<file path="config.mk">
export PLATFORM = sky130hd
export DESIGN_NAME = adder_pipe_stage
export DESIGN_NICKNAME = d
export VERILOG_FILES = /design/src/rtl/adder_pipe_stage.sv
export SDC_FILE = /design/constraint.sdc
export NUM_CORES = 1
export LEC_CHECK = 0
export ABC_CLOCK_PERIOD_IN_PS = 14900
export BUFFER_PORTS_ARGS = -buffer_cell sky130_fd_sc_hd__buf_2
export CAP_MARGIN = 20
export CORE_MARGIN = 4
export CORE_UTILIZATION = 50
export CTS_CLUSTER_DIAMETER = 50
export CTS_CLUSTER_SIZE = 40
export DETAILED_ROUTE_END_ITERATION = 12
export PLACE_DENSITY_LB_ADDON = 0.1
export SLEW_MARGIN = 20
export SYNTH_ARGS = -nofsm -noshare
export SYNTH_HDL_FRONTEND = slang
export SYNTH_SLANG_ARGS = --single-unit
</file>
<file path="constraint.sdc">
create_clock -name clk -period 14.9 [get_ports clk]
set_clock_uncertainty 0.05 [all_clocks]
set_input_delay 2.98 -clock clk [delete_from_list [all_inputs] [get_ports clk]]
set_output_delay 2.98 -clock clk [all_outputs]
set_load 0.05 [all_outputs]
</file>
<file path="src/rtl/adder_pipe_stage.sv">
// Two-stage valid/ready adder: stage 1 registers operands, a ripple-carry chain
// feeds stage 2 (sum + flags). Optional signed saturation under `ADDER_SAT_EN`.
module adder_pipe_stage #(
  parameter int WIDTH = 32,
  parameter int CNT_W = 16
) (
  input  logic             clk,
  input  logic             rst_n,
  input  logic             in_valid,
  output logic             in_ready,
  input  logic [WIDTH-1:0] in1,
  input  logic [WIDTH-1:0] in2,
  input  logic             c_in,
  output logic             out_valid,
  input  logic             out_ready,
  output logic [WIDTH-1:0] sum,
  output logic             c_out,
  output logic             ovf,
  output logic             zero,
  output logic             neg,
  output logic [CNT_W-1:0] res_count,
  output logic [CNT_W-1:0] ovf_count
);
  localparam int MSB = WIDTH - 1;

  logic             s1_valid_q, s1_valid_d;
  logic [WIDTH-1:0] s1_in1_q, s1_in1_d;
  logic [WIDTH-1:0] s1_in2_q, s1_in2_d;
  logic             s1_cin_q, s1_cin_d;

  logic             out_valid_q, out_valid_d;
  logic [WIDTH-1:0] sum_q, sum_d;
  logic             c_out_q, c_out_d;
  logic             ovf_q, ovf_d;
  logic             zero_q, zero_d;
  logic             neg_q, neg_d;
  logic [CNT_W-1:0] res_count_q, res_count_d;
  logic [CNT_W-1:0] ovf_count_q, ovf_count_d;

  logic             s1_advance;
  logic             in_xfer;
  logic             out_xfer;
  logic [WIDTH:0]   carry;
  logic [WIDTH-1:0] sum_c;
  logic             c_out_c;
  logic             ovf_c;
  logic [WIDTH-1:0] sum_sel;

  // in_ready never looks at in_valid, so upstream may wait on it safely.
  assign s1_advance = s1_valid_q && (!out_valid_q || out_ready);
  assign in_ready   = !s1_valid_q || s1_advance;
  assign in_xfer    = in_valid && in_ready;
  assign out_xfer   = out_valid_q && out_ready;

  always_comb begin : ripple
    carry    = '0;
    sum_c    = '0;
    carry[0] = s1_cin_q;
    for (int i = 0; i < WIDTH; i++) begin
      sum_c[i]     = s1_in1_q[i] ^ s1_in2_q[i] ^ carry[i];
      carry[i+1]   = (s1_in1_q[i] & s1_in2_q[i]) |
                     (carry[i] & (s1_in1_q[i] ^ s1_in2_q[i]));
    end
  end

  assign c_out_c = carry[WIDTH];
  assign ovf_c   = (s1_in1_q[MSB] == s1_in2_q[MSB]) && (sum_c[MSB] != s1_in1_q[MSB]);

`ifdef ADDER_SAT_EN
  // On overflow both operands share a sign, so in1's MSB picks the rail.
  assign sum_sel = !ovf_c ? sum_c :
                   (s1_in1_q[MSB] ? {1'b1, {(WIDTH-1){1'b0}}} : {1'b0, {(WIDTH-1){1'b1}}});
`else
  assign sum_sel = sum_c;
`endif

  always_comb begin
    s1_valid_d  = s1_valid_q;
    s1_in1_d    = s1_in1_q;
    s1_in2_d    = s1_in2_q;
    s1_cin_d    = s1_cin_q;
    out_valid_d = out_valid_q;
    sum_d       = sum_q;
    c_out_d     = c_out_q;
    ovf_d       = ovf_q;
    zero_d      = zero_q;
    neg_d       = neg_q;
    res_count_d = res_count_q;
    ovf_count_d = ovf_count_q;

    if (in_xfer) begin
      s1_valid_d = 1'b1;
      s1_in1_d   = in1;
      s1_in2_d   = in2;
      s1_cin_d   = c_in;
    end else if (s1_advance) begin
      s1_valid_d = 1'b0;
    end

    if (s1_advance) begin
      out_valid_d = 1'b1;
      sum_d       = sum_sel;
      c_out_d     = c_out_c;
      ovf_d       = ovf_c;
      zero_d      = (sum_sel == '0);
      neg_d       = sum_sel[MSB];
    end else if (out_xfer) begin
      out_valid_d = 1'b0;
    end

    if (out_xfer) begin
      res_count_d = res_count_q + 1'b1;
      if (ovf_q) ovf_count_d = ovf_count_q + 1'b1;
    end
  end

  always_ff @(posedge clk) begin
    if (!rst_n) begin
      s1_valid_q  <= 1'b0;
      s1_in1_q    <= '0;
      s1_in2_q    <= '0;
      s1_cin_q    <= 1'b0;
      out_valid_q <= 1'b0;
      sum_q       <= '0;
      c_out_q     <= 1'b0;
      ovf_q       <= 1'b0;
      zero_q      <= 1'b0;
      neg_q       <= 1'b0;
      res_count_q <= '0;
      ovf_count_q <= '0;
    end else begin
      s1_valid_q  <= s1_valid_d;
      s1_in1_q    <= s1_in1_d;
      s1_in2_q    <= s1_in2_d;
      s1_cin_q    <= s1_cin_d;
      out_valid_q <= out_valid_d;
      sum_q       <= sum_d;
      c_out_q     <= c_out_d;
      ovf_q       <= ovf_d;
      zero_q      <= zero_d;
      neg_q       <= neg_d;
      res_count_q <= res_count_d;
      ovf_count_q <= ovf_count_d;
    end
  end

  assign out_valid = out_valid_q;
  assign sum       = sum_q;
  assign c_out     = c_out_q;
  assign ovf       = ovf_q;
  assign zero      = zero_q;
  assign neg       = neg_q;
  assign res_count = res_count_q;
  assign ovf_count = ovf_count_q;

endmodule

</file>
==> impl_metrics.yaml <==
status:
  status: "finished clean"
synth:
  synth_seq_area_share_pct: 47.0
  synth.avg_cell_area_sq_um: 8.71
  yosysWarnings: 0
  synth_common_cells: "nand2_1, dfxtp_1, a21oi_1"
  synth.distinct_cells: 35
  synth_area_sq_mm: 0.00571
  yosysTopAreaCellShare_pct: 47.0
  yosysMostFrequentCell: "nand2_1"
  ys.flop_type: "dfxtp_1"
  async_flop_share_pct: 0
  syn_inst: 655
  synthTopCellsByArea: "dfxtp_1, nand2_1, fa_1, a21oi_1, xor2_1"
  synth_area_leader_cell: "dfxtp_1"
  syn-num-nets: 759
  synth_seq_cells: 134
  synth_edf_count: 0
critical_path:
  r2r-start: "s1_in1_q[0]"
  path_common_cell: "fa_1"
  reg2reg_setup_slack_ps: 1570
  r2r_end: "ovf"
  ff2ff_path_depth: 41
  start_kind: "flop"
  critPathRequiredTime_ps: 15120
  critPathKind: "reg -> reg"
  cp_max_fo: 3
  worst_path_largest_cell_delay_ps: 460
  slowest_stage: "fa_1"
  cp.arrival_ps: 13550
  crit_family: "adder cells"
  path_buf_inv: 5
  endpoint_kind: "flop"
power:
  p_leak_nw: 3.06
  ir_worst_vdd_mv: 0.0867
  p_per_area_mw_per_mm2: 123
global_route:
  first_global_vias: 4708
  grt.busiest_layer: "met2"
  gr-usage-met3_pct: 5.11
  grt_max_degree: 73
  grt_pass1_wl_mm: 22.1
  track_usage_pct: 21.2
  use_met2_pct: 34.2
  antenna_found_initial: 1
  met1_usage_pct: 27.8
  gr-total-overflow: 0
detailed_routing:
  antenna_left: 0
  vias: 4814
  firstDrtPassIters: 4
  drtIter0Drc: 289
  viasPerCell: 5.19
  routed_wl_mm: 13.5
  wire_per_inst_um: 14.5
  post-route-drc-count: 0
cts:
  cts_tree: "built"
  post_cts_buffers: 0
  path_clk_slew_ps: 50
  cts_made_buffers: 17
  clock-sinks: 134
  cts_resized: 0
  hold_buffers: 0
  worst_skew_pair.late_latency_ps: 410
  cts_buffer_depth: 2
  htree_levels: 4
  cts-root-buf: "clkbuf_16"
hold_path:
  hold_depth: 2
  hp-start: "sum[17]"
  hold_class: "reg -> reg"
  hold_end: "sum[17]"
floorplanning:
  start_util_pct: 51.9
  die_w_um: 115
  coreArea_sq_mm: 0.0110
  dieArea_sq_mm: 0.0132
  die_h_um: 115
  row_count: 38
  io_pins: 139
finish:
  nFillCells: 963
  area_growth_pct: 22.0
  n_antenna_cell: 0
  num-nets-final: 880
  final_layout_size_suffix_gt1_share_pct: 22.2
sta:
  max_freq_mhz: 75.0
  min_period_over_period_pct: 89.5
  drv_slew: 0
  rsz0062_at_grt: "no"
  fin_crit_ps: 13330
  tns_ps: 0
  layout_setup_ws_ps: 1570
  slew_headroom_pct: 55.2
  finalSetupViolations: 0
  tightest_slew_ps: 672
  hold_viol: 0
placed_design:
  place.port_buffers: 138
  hpwl_mm: 9.59
  gp_congestion: 0.831
  place_ws_ps: 1590
run:
  drv_cap: 0
## worst register-to-register path, delay by kind of cell, from the launching register on
| kind | cells | cell delay (ps) |
|---|---|---|
| and+or+nand+nor | 2 | 110 |
| muxes | 1 | 130 |
| xor gates and xnor gates | 1 | 150 |
| adders and majority gates | 32 | 12150 |
| buffers and inverters | 5 | 340 |
| DFF | 1 | 310 |
## layer usage
layer | vias to the layer above | part of all wire, % | wire (um)
li1 | 2405 | - | -
met1 | 2248 | 45 | 6130
met2 | 133 | 47 | 6360
met3 | 26 | 5.6 | 753
met4 | 2 | 1.7 | 235
met5 | - | 0.15 | 20
## registers in the layout (all words and copies together) (netlist names), 16 cells and up
name / flops
s1_in1_q: 32
s1_in2_q: 32
sum: 31
ovf_count: 16
res_count: 16
## power by group
| group | total [mW] | switching, mW | internal (mW) |
|---|---|---|---|
| clock | 0.379 | 0.141 | 0.238 |
| combinational | 0.0903 | 0.0600 | 0.0303 |
| sequential | 0.386 | 0.0118 | 0.374 |
| total | 0.855 | 0.213 | 0.642 |
## metrics by stage
stage | util (%) | hold slack, ps | instances | total power, mW | area, sq um
2_1_floorplan | - | 386 | 655 | 0.454 | 5710
3_5_place_dp | 58.4 | 394 | 897 | 0.484 | 6410
6_report | 63.4 | 401 | 928 | 0.855 | 6960
3_3_place_gp | 58.4 | 392 | 897 | 0.482 | 6410
4_1_cts | 63.3 | 402 | 928 | 0.862 | 6950
5_1_grt | 63.4 | 437 | 928 | 0.889 | 6960
## cells in the final DEF (no fill, tap or decap), types with 7 or more instances in the layout
cell type,count
fa_1,32
nor2_1,27
nand4_1,12
clkbuf_16,17
dfxtp_1,134
nand3_1,10
xor2_1,14
a21oi_1,106
nand2_1,200
or4_1,7
buf_2,138
inv_1,14
## kinds of logic after synthesis
| logic type | Yosys count | share of synthesized area [%] |
|---|---|---|
| flops | 134 | 47.0 |
| fa+ha+maj | 35 | 11.9 |
| simple gates | 289 | 22.3 |
| mux | 4 | 0.702 |
| xor+xnor | 19 | 2.92 |
| buf+inv | 53 | 4.14 |
| compound gates | 121 | 11.0 |
## worst max path at each step
stage,start,endpoint,depth (start not counted),slack (ps)
2_1_floorplan,s1_in1_q[0],ovf,41,2120
3_3_place_gp,s1_in1_q[0],ovf,41,1720
3_5_place_dp,s1_in1_q[0],ovf,41,1590
4_1_cts,s1_in1_q[0],ovf,41,1560
5_1_grt,s1_in1_q[0],ovf,41,1080
6_report,s1_in1_q[0],ovf,41,1570
## layout make-up
| type | instances | area, sq um | area share (%) |
|---|---|---|---|
| inverter | 15 | 58.8 | 0.845 |
| clock inverter | 3 | 15.0 | 0.216 |
| multi-input combinational | 468 | 2800 | 40.2 |
| timing repair buffer | 140 | 706 | 10.1 |
| tap | 140 | 175 | 2.52 |
| clock buffer | 28 | 527 | 7.57 |
| sequential | 134 | 2680 | 38.5 |
Power figures use the tool's default switching activity.
